==> config.mk <==
export PLATFORM = sky130hd
export DESIGN_NAME = ita_cmd_scheduler
export DESIGN_NICKNAME = d
export VERILOG_FILES = /design/src/rtl/ita_cmd_scheduler_pkg.sv /design/src/rtl/ita_sync_fifo.sv /design/src/rtl/ita_cmd_scheduler.sv
export SDC_FILE = /design/constraint.sdc
export NUM_CORES = 1
export LEC_CHECK = 0
export ABC_AREA = 1
export CAP_MARGIN = 15
export CORE_UTILIZATION = 30
export DETAILED_ROUTE_END_ITERATION = 12
export PLACE_DENSITY = 0.51
export SLEW_MARGIN = 5
export SYNTH_ARGS = -nofsm -noshare
export SYNTH_HDL_FRONTEND = slang
export SYNTH_SLANG_ARGS = --single-unit
==> constraint.sdc <==
create_clock -name clk_i -period 2.2 [get_ports clk_i]
set_clock_uncertainty 0.2 [all_clocks]
set_input_delay 0.44 -clock clk_i [delete_from_list [all_inputs] [get_ports clk_i]]
set_output_delay 0.44 -clock clk_i [all_outputs]
set_load 0.03 [all_outputs]
==> src/rtl/ita_cmd_scheduler_pkg.sv <==
// Shared types for the ITA command scheduler: controller config, step encoding, FSM states.
// Latency: n/a (types and constants only).
// Backpressure: n/a.
package ita_cmd_scheduler_pkg;

    localparam int unsigned DefCmdDepth      = 4;
    localparam int unsigned DefLaunchTimeout = 16;
    localparam int unsigned DefIdWidth       = 4;
    localparam int unsigned DefCycWidth      = 32;

    typedef enum logic [1:0] {
        Linear      = 2'd0,
        Attention   = 2'd1,
        Feedforward = 2'd2
    } layer_e;

    // Mirrors ita_controller.step_o; Idle means no layer is executing.
    typedef enum logic [3:0] {
        Idle   = 4'd0,
        Q      = 4'd1,
        K      = 4'd2,
        V      = 4'd3,
        QK     = 4'd4,
        AV     = 4'd5,
        OW     = 4'd6,
        MatMul = 4'd7,
        F1     = 4'd8,
        F2     = 4'd9
    } step_e;

    typedef struct packed {
        logic       start;
        layer_e     layer;
        logic [7:0] eps_mult;
        logic [3:0] right_shift;
        logic [7:0] tile_len;
    } ctrl_t;

    typedef enum logic [2:0] {
        SchedIdle    = 3'd0,
        SchedLaunch  = 3'd1,
        SchedWaitAck = 3'd2,
        SchedRun     = 3'd3,
        SchedReport  = 3'd4
    } sched_state_e;

    // Completion record at the default tag/counter widths.
    typedef struct packed {
        logic [DefIdWidth-1:0]  id;
        logic                   err;
        logic [DefCycWidth-1:0] cycles;
    } sched_done_t;

endpackage

==> src/rtl/ita_sync_fifo.sv <==
// Synchronous FIFO with show-ahead read data and a fill-level output.
// Latency: a pushed word is visible at rdata_o the cycle after the push.
// Backpressure: full_o high stops pushes; pushes while full or pops while empty are ignored.
module ita_sync_fifo #(
    parameter int unsigned Width = 8,
    parameter int unsigned Depth = 4,
    localparam int unsigned PtrW   = (Depth > 1) ? $clog2(Depth) : 1,
    localparam int unsigned UsageW = $clog2(Depth + 1)
) (
    input  logic              clk_i,
    input  logic              rst_ni,
    input  logic              push_i,
    input  logic [Width-1:0]  wdata_i,
    input  logic              pop_i,
    output logic [Width-1:0]  rdata_o,
    output logic              full_o,
    output logic              empty_o,
    output logic [UsageW-1:0] usage_o
);

    logic [Width-1:0]  mem_q [Depth];
    logic [PtrW-1:0]   wr_ptr_q, wr_ptr_d;
    logic [PtrW-1:0]   rd_ptr_q, rd_ptr_d;
    logic [UsageW-1:0] usage_q, usage_d;
    logic              push_ok, pop_ok;

    assign full_o  = (usage_q == UsageW'(Depth));
    assign empty_o = (usage_q == '0);
    assign usage_o = usage_q;
    assign rdata_o = mem_q[rd_ptr_q];
    assign push_ok = push_i & ~full_o;
    assign pop_ok  = pop_i & ~empty_o;

    // Pointer and fill-level next state; pointers wrap naturally since Depth is a power of 2.
    always_comb begin
        wr_ptr_d = wr_ptr_q;
        rd_ptr_d = rd_ptr_q;
        usage_d  = usage_q;
        if (push_ok) wr_ptr_d = wr_ptr_q + PtrW'(1);
        if (pop_ok)  rd_ptr_d = rd_ptr_q + PtrW'(1);
        case ({push_ok, pop_ok})
            2'b10:   usage_d = usage_q + UsageW'(1);
            2'b01:   usage_d = usage_q - UsageW'(1);
            default: usage_d = usage_q;
        endcase
    end

    // Control registers with synchronous reset.
    always_ff @(posedge clk_i) begin
        if (!rst_ni) begin
            wr_ptr_q <= '0;
            rd_ptr_q <= '0;
            usage_q  <= '0;
        end else begin
            wr_ptr_q <= wr_ptr_d;
            rd_ptr_q <= rd_ptr_d;
            usage_q  <= usage_d;
        end
    end

    // Storage needs no reset: contents are only read behind a valid fill level.
    always_ff @(posedge clk_i) begin
        if (push_ok) mem_q[wr_ptr_q] <= wdata_i;
    end

endmodule

==> src/rtl/ita_cmd_scheduler.sv <==
// Queues layer commands and launches them one at a time on ita_controller, returning tagged completions.
// Latency: push into an empty idle scheduler -> start pulse 2 cycles later; one bubble cycle after each done.
// Backpressure: cmd_ready_o low when the queue is full; done record held until done_ready_i.
module ita_cmd_scheduler import ita_cmd_scheduler_pkg::*; #(
    parameter int unsigned CmdDepth      = DefCmdDepth,
    parameter int unsigned IdWidth       = DefIdWidth,
    parameter int unsigned LaunchTimeout = DefLaunchTimeout,
    parameter int unsigned CycWidth      = DefCycWidth,
    localparam int unsigned UsageW       = $clog2(CmdDepth + 1)
) (
    input  logic                clk_i,
    input  logic                rst_ni,
    input  logic                cmd_valid_i,
    output logic                cmd_ready_o,
    input  ctrl_t               cmd_i,
    input  logic [IdWidth-1:0]  cmd_id_i,
    output ctrl_t               ctrl_o,
    input  step_e               step_i,
    output logic                done_valid_o,
    input  logic                done_ready_i,
    output logic [IdWidth-1:0]  done_id_o,
    output logic                done_err_o,
    output logic [CycWidth-1:0] done_cycles_o,
    output logic [UsageW-1:0]   pending_o,
    output logic                idle_o
);

    localparam int unsigned FifoW = $bits(ctrl_t) + IdWidth;
    localparam int unsigned ToW   = $clog2(LaunchTimeout + 1);

    sched_state_e        state_q, state_d;
    ctrl_t               cfg_q, cfg_d;
    logic [IdWidth-1:0]  id_q, id_d;
    logic [CycWidth-1:0] cnt_q, cnt_d, cnt_inc;
    logic                err_q, err_d;
    logic [ToW-1:0]      wait_q, wait_d;

    logic                fifo_full, fifo_empty, fifo_pop;
    logic [FifoW-1:0]    fifo_rdata;

    ita_sync_fifo #(
        .Width (FifoW),
        .Depth (CmdDepth)
    ) u_fifo (
        .clk_i   (clk_i),
        .rst_ni  (rst_ni),
        .push_i  (cmd_valid_i & ~fifo_full),
        .wdata_i ({cmd_i, cmd_id_i}),
        .pop_i   (fifo_pop),
        .rdata_o (fifo_rdata),
        .full_o  (fifo_full),
        .empty_o (fifo_empty),
        .usage_o (pending_o)
    );

    // Cycle counter sticks at all-ones instead of wrapping.
    assign cnt_inc = (&cnt_q) ? cnt_q : cnt_q + CycWidth'(1);

    // Launch FSM: pop in IDLE, pulse start, wait for the controller to leave and return to Idle.
    always_comb begin
        state_d  = state_q;
        cfg_d    = cfg_q;
        id_d     = id_q;
        cnt_d    = cnt_q;
        err_d    = err_q;
        wait_d   = wait_q;
        fifo_pop = 1'b0;
        case (state_q)
            SchedIdle: begin
                if (!fifo_empty) begin
                    fifo_pop      = 1'b1;
                    {cfg_d, id_d} = fifo_rdata;
                    cfg_d.start   = 1'b0;
                    cnt_d         = '0;
                    err_d         = 1'b0;
                    state_d       = SchedLaunch;
                end
            end
            SchedLaunch: begin
                cnt_d   = cnt_inc;
                wait_d  = '0;
                state_d = SchedWaitAck;
            end
            SchedWaitAck: begin
                cnt_d = cnt_inc;
                if (step_i != Idle) begin
                    state_d = SchedRun;
                end else if (wait_q == ToW'(LaunchTimeout - 1)) begin
                    // Controller never acknowledged (e.g. invalid layer): report failure.
                    err_d   = 1'b1;
                    state_d = SchedReport;
                end else begin
                    wait_d = wait_q + ToW'(1);
                end
            end
            SchedRun: begin
                cnt_d = cnt_inc;
                if (step_i == Idle) begin
                    err_d   = 1'b0;
                    state_d = SchedReport;
                end
            end
            SchedReport: begin
                if (done_ready_i) state_d = SchedIdle;
            end
            default: state_d = SchedIdle;
        endcase
    end

    // State and latched command registers with synchronous reset; a reset drops the in-flight command.
    always_ff @(posedge clk_i) begin
        if (!rst_ni) begin
            state_q <= SchedIdle;
            cfg_q   <= '0;
            id_q    <= '0;
            cnt_q   <= '0;
            err_q   <= 1'b0;
            wait_q  <= '0;
        end else begin
            state_q <= state_d;
            cfg_q   <= cfg_d;
            id_q    <= id_d;
            cnt_q   <= cnt_d;
            err_q   <= err_d;
            wait_q  <= wait_d;
        end
    end

    // Config stays stable from launch until the next pop; start is high only in LAUNCH.
    always_comb begin
        ctrl_o       = cfg_q;
        ctrl_o.start = (state_q == SchedLaunch);
    end

    assign cmd_ready_o   = ~fifo_full;
    assign done_valid_o  = (state_q == SchedReport);
    assign done_id_o     = id_q;
    assign done_err_o    = err_q;
    assign done_cycles_o = cnt_q;
    assign idle_o        = (state_q == SchedIdle) & fifo_empty;

endmodule
==> results of run 1 <==
## synthesized netlist by cell type (2+ instances only)
| cell | count |
|---|---|
| a21oi_1 | 35 |
| a21oi_2 | 9 |
| a31oi_1 | 26 |
| buf_1 | 2 |
| buf_12 | 2 |
| buf_2 | 8 |
| buf_6 | 2 |
| clkbuf_1 | 23 |
| dfxtp_1 | 74 |
| edfxtp_1 | 104 |
| ha_1 | 8 |
| inv_1 | 55 |
| nand2_1 | 149 |
| nand2_2 | 2 |
| nand2_4 | 3 |
| nand3_1 | 44 |
| nand3_2 | 9 |
| nor2_1 | 194 |
| nor2_4 | 4 |
| nor3_1 | 8 |
| o211ai_1 | 2 |
| o21ai_0 | 89 |
| o21ai_1 | 2 |
| o21bai_1 | 2 |
| or2_2 | 6 |
## state kept, by name, summed over array words and instances (netlist names)
signal           cells
done_err_o           1
u_fifo.rd_ptr_q      2
wait_q               5
done_cycles_o       32
u_fifo.mem_q       104
u_fifo.wr_ptr_q      2
done_id_o            4
state_q              3
u_fifo.usage_o       3
ctrl_o              22
## power by group through the flow
stage | sequential, µW | clock (µW) | combinational (µW)
after global placement | 4240 | 0 | 3780
after CTS | 4160 | 3320 | 3800
final | 4170 | 3220 | 3820
after global routing | 4210 | 3430 | 4260
after detailed placement | 4230 | 0 | 3810
after floorplan | 4550 | 0 | 2270
## area by class of cell
type | count | area [µm²] | area share
Sequential cell | 178 | 4612 | 0.4577
Multi-Input combinational cell | 602 | 2947 | 0.2924
Timing Repair Buffer | 131 | 1254 | 0.1244
Clock buffer | 17 | 425.4 | 0.04221
Tap cell | 330 | 412.9 | 0.04097
Clock inverter | 15 | 216.5 | 0.02148
Inverter | 56 | 210.2 | 0.02086
## worst max path at each step
stage	end	slack, ps	cells past startpoint
after floorplan	u_fifo.usage_o[2]	10	14
after global placement	u_fifo.usage_o[2]	-80	9
after detailed placement	u_fifo.usage_o[2]	-70	9
after CTS	done_cycles_o[15]	7	1
after global routing	u_fifo.usage_o[2]	-20	12
final	ctrl_o[5]	50	1
## per-layer routing
metal  routed length (µm)  vias up  GRT usage
li1                     -     3160          -
met1                 9381     2949     0.2038
met2                 9643      159     0.2600
met3                 1132       13    0.03258
met4                  198        0    0.04966
met5                    0        -          0
## cell families after synthesis
family / Yosys count / synth area share
flip-flops: 178 / 0.5844
buffers and inverters: 93 / 0.05161
AO/OA/AOI/OAI: 166 / 0.1155
XOR/XNOR: 2 / 0.002224
AND/OR/NAND/NOR: 425 / 0.2311
adder cells (fa/ha/maj): 9 / 0.01525
## per-stage QoR
stage	worst slack [ps]	power, µW	util
6_report	46.78	11210	0.3956
5_1_grt	-17.70	11890	0.3956
4_1_cts	6.826	11280	0.3936
3_5_place_dp	-70.54	8041	0.3699
3_3_place_gp	-77.17	8022	0.3699
2_1_floorplan	13.22	6813	-
## timing repair
item,in CTS,in global routing
gates cloned,0,0
setup endpoints to repair,33,26
pin swaps,0,2
resized for setup,35,15
==> results.toml, run 1 <==
[logic_synthesis]
yosysWarnings = 0
synth_edf_count = 104
synth_top_area_share = 0.3964
synth-async-reset-ratio = 0
synth_top_cell_by_area = "edfxtp_1"
synth-seq-area-share = 0.5844
syn_nets = 917
syn_area_mm2 = 0.007879
synth_area_leaders = "edfxtp_1 40%, dfxtp_1 19%, nor2_1 9.2%, nand2_1 7.1%, o21ai_0 5.7%"
syn_avg_cell_area_um2 = 9.025
ys_types = 36
ys.flop_type = "edfxtp_1"
syn_inst = 873
ys_ff_latch = 178

[setup_path]
path_buf_inv = 1
rrSetupSlack_ps = 160
worstPathArrival_ps = 1510
r2r_start = "state_q[0]"
r2r_cells = 12
timing.critical_path.from = "ctrl_o[5]"
cp_top_family = "buffers and inverters"
required_ps = 1560
worstSetupPathType = "reg -> out"
crit_path_max_fanout = 2
critPathSlowestCell = "clkdlybuf4s50_1"
r2r-end = "u_fifo.usage_o[2]"
critPathCaptureType = "primary output"
crit_path_cell_trace = "clkdlybuf4s50_1"
startpoint_type = "register"
slowest_delay_ps = 690

[placed_design]
dpl_cell_area_mm2 = 0.009422
hpwl_um = 13170
place_inst = 1297
globalplace.congestion = 0.9016
port_buffers = 99

[route]
post_drt_wl_per_cell_um = 15.32
routed_wl_um = 20350
ant_nets = 0
drc = 0
drt_iter0_markers = 364
vias_per_cell = 4.726
vias = 6281
drt_pass1_iterations = 5

[grt]
grt_pass1_wl_um = 31800
grt_usage = 0.1568
grt_pass1_vias = 5811
antenna_found_initial = 0
grt_max_degree = 41
overflow = 0

[hold_path]
worstHoldPathCells = 3
min_to = "done_cycles_o[21]"
min_path_type = "in -> reg"
min-delay-start = "rst_ni"

[floorplanning]
core_area_mm2 = 0.02547
fp.dieW_um = 164.1
initial_core_util = 0.3093
io_pins = 101
chipHeight_um = 164.1
die-area_mm2 = 0.02691
placementRows = 58

[sta]
finalSetupTns_ps = 0
setup_viol = 0
fmax_ghz = 0.4644
max_slew.worst_pin.slew_ps = 586.2
fin_crit_ps = 2153
fin_crit_sh = 0.9787
drv_slew = 0
hold_viol = 0
holdWs_ps = 156.6
slew_headroom = 0.6086
rsz0062_at_grt = "yes"

[finish]
nNetsFinal = 1030
fin_cells = 1329
mostFrequentLayoutCell = "nor2_1"
nFillCells = 2563
n_antenna_cell = 0
area_growth_pct = 27.90
final_cell_mix = "187 x nor2_1, 146 x nand2_1, 104 x edfxtp_1"
postLayoutCellArea_mm2 = 0.01008
drive_above_1_share = 0.1271

[run_status]
outcome = "finished clean"

[clocking]
cts_setup_buffers = 0
clockBufferDepth = 2
clk_latency_ps = 430
ctsHoldBuffers = 0
cts_buffers = 17
cts-htree-levels = 4
cts_sinks = 178
cts_tree = "yes"
clkTransAtPathRegs_ps = 80
root_buffer = "clkbuf_16"

[power]
power.net_switching_uw = 4346
p_int_uw = 6864
switching_share = 0.3877
p_per_area_mw_per_mm2 = 1112
power_leakage_uw = 0.003704
seq_power_share = 0.372
clkPwrFrac = 0.288
max-vdd-ir-drop_uv = 605.6
combPwrFrac = 0.341

[flow_run]
max_cap_violations = 0
Power figures use the tool's default switching activity.
==> run 2, diff against run 1 <==
Settings changed: CTS_CLUSTER_SIZE set to 40.
==> results of run 2 <==
The final DEF is identical to that of run 1; final timing and power are the same.
==> run 3, diff against run 2 <==
Settings changed: ABC_AREA 1 to unset, PLACE_DENSITY 0.51 to 0.52, REMOVE_ABC_BUFFERS set to 1.
==> results.toml, run 3 <==
[run_status]
outcome = "finished, violations left"
violations = "setup timing"

[setup_path]
crit_path_max_fanout = 2
r2r_cells = 9
required_ps = 2360
rrSetupSlack_ps = -160
worstSetupPathType = "reg -> reg"
worstPathArrival_ps = 2530
r2r-end = "u_fifo.usage_o[2]"
startpoint_type = "register"
r2r_start = "state_q[0]"
critPathCaptureType = "register"

[finish]
n_antenna_cell = 0
area_growth_pct = 36.59
nNetsFinal = 812
mostFrequentLayoutCell = "edfxtp_1"
nFillCells = 2338
final_cell_mix = "104 x edfxtp_1, 88 x buf_4, 75 x nand2_1"
top_register = "u_fifo.mem_q"
drive_above_1_share = 0.2564
largest_reg_flops = 104

[hold_path]
worstHoldPathCells = 2
min-delay-start = "ctrl_o[18]"
min_path_type = "reg -> reg"
min_to = "ctrl_o[18]"

[power]
seq_power_share = 0.376
clkPwrFrac = 0.266
max-vdd-ir-drop_uv = 575.8
power.net_switching_uw = 4065
p_int_uw = 7367
power_leakage_uw = 0.003718
switching_share = 0.3556
p_per_area_mw_per_mm2 = 1133
combPwrFrac = 0.358

[route]
ant_nets = 0
post_drt_wl_per_cell_um = 17.40
drt_pass1_iterations = 4
routed_wl_um = 19210
vias_per_cell = 4.988
vias = 5507
drt_iter0_markers = 288
drc = 0

[clocking]
ctsHoldBuffers = 0
cts_buffers = 17
root_buffer = "clkbuf_16"
clk_latency_ps = 430
cts_tree = "yes"
cts-htree-levels = 4
clockBufferDepth = 2
clkTransAtPathRegs_ps = 70
cts_sinks = 178

[floorplanning]
io_pins = 101
placementRows = 57
initial_core_util = 0.3046
chipHeight_um = 158.9
core_area_mm2 = 0.02425
fp.dieW_um = 158.9
die-area_mm2 = 0.02525

[sta]
setup_viol = 2
fin_crit_ps = 2361
fin_crit_sh = 1.073
holdWs_ps = 258.4
drv_slew = 0
fmax_ghz = 0.4236
slew_headroom = 0.7069
hold_viol = 0
max_slew.worst_pin.slew_ps = 438.7
rsz0062_at_grt = "yes"
layout_setup_ws_ps = -160.6

[grt]
grt_usage = 0.1568
grt_pass1_vias = 5699
grt_pass1_wl_um = 30680
overflow = 0
grt_max_degree = 37
antenna_found_initial = 1

[placed_design]
pre_cts_ws_ps = -379.9
port_buffers = 99
globalplace.congestion = 0.8601
hpwl_um = 12910

[logic_synthesis]
synth.most_common_cell = "edfxtp_1"
ys.flop_type = "edfxtp_1"
synth-seq-area-share = 0.6234
yosysWarnings = 0
synth_common_cells = "104 x edfxtp_1, 76 x nand2_1, 74 x dfxtp_1"
synth_edf_count = 104
synth_top_cell_by_area = "edfxtp_1"
synth_area_leaders = "edfxtp_1 42%, dfxtp_1 20%, mux4_2 7.9%, nand2_1 3.9%, a21oi_1 3.2%"
syn_inst = 588
syn_area_mm2 = 0.007386
syn_avg_cell_area_um2 = 12.56
ys_ff_latch = 178
synth-async-reset-ratio = 0
ys_types = 59
synth_top_area_share = 0.4228

[flow_run]
max_cap_violations = 0
==> run 3: repair_timing <==
action | in CTS | in global routing
gates resized for setup | 47 | 30
setup endpoints to repair | 52 | 29
setup buffers | 0 | 3
pin swaps | 2 | 5
==> run 3: how the worst max path moves through the flow <==
stage	from	end	slack [ps]	depth (start not counted)
final	state_q[0]	u_fifo.usage_o[2]	-160	9
after CTS	state_q[0]	u_fifo.usage_o[2]	-170	9
after floorplan	u_fifo.usage_o[0]	u_fifo.usage_o[2]	-1270	9
after detailed placement	cmd_valid_i	u_fifo.usage_o[2]	-380	9
after global routing	state_q[0]	u_fifo.usage_o[2]	-230	9
after global placement	cmd_valid_i	u_fifo.usage_o[2]	-310	9
==> run 3: cell type report <==
cell class,count,area [µm²],area share
Sequential cell,178,4609,0.4569
Clock inverter,14,166.4,0.01650
Tap cell,324,405.4,0.04018
Clock buffer,17,425.4,0.04217
Inverter,16,62.56,0.006201
Timing Repair Buffer,194,1730,0.1715
Multi-Input combinational cell,361,2689,0.2665
==> run 3: cell families after synthesis <==
group | synth area share
mux | 0.08826
compound gates | 0.08809
xor+xnor | 0.007115
simple gates | 0.1504
flops | 0.6234
fa+ha+maj | 0.01626
buf+inv | 0.02643
==> run 3: power groups by stage <==
stage / registers (µW) / logic (µW) / clock network, µW
after floorplan: 4880 / 1560 / 0
after detailed placement: 4370 / 3960 / 0
after global placement: 4340 / 3890 / 0
final: 4300 / 4090 / 3040
after global routing: 4360 / 4450 / 3250
after CTS: 4290 / 4000 / 3110
==> run 3: per-stage QoR <==
stage            util  area, µm²  power, µW  TNS, ps  std cells
6_report       0.4160      10090      11430   -165.7       1104
5_1_grt        0.4160      10090      12060   -339.3       1104
4_1_cts        0.4116       9981      11410   -181.2       1101
3_5_place_dp   0.3876       9399       8324   -646.8       1070
3_3_place_gp   0.3876       9399       8229   -492.4       1070
2_1_floorplan       -       7251       6433   -46600        555
==> run 3: routing by layer <==
layer	part of all wire	up-vias	GRT usage
met5	0.00057	-	0
met4	0.0099	2	0.04545
met3	0.062	21	0.03762
met2	0.50	157	0.2667
met1	0.43	2729	0.1977
li1	-	2598	-
==> run 3: worst max-delay path, stage by stage (launching register included) <==
cell and delay (ps):
dfxtp_2 320, or3_1 360, or2_4 250, inv_4 70, ha_4 130, inv_2 40, fa_2 350, xor2_1 150
or3_1 320, a21oi_2 120
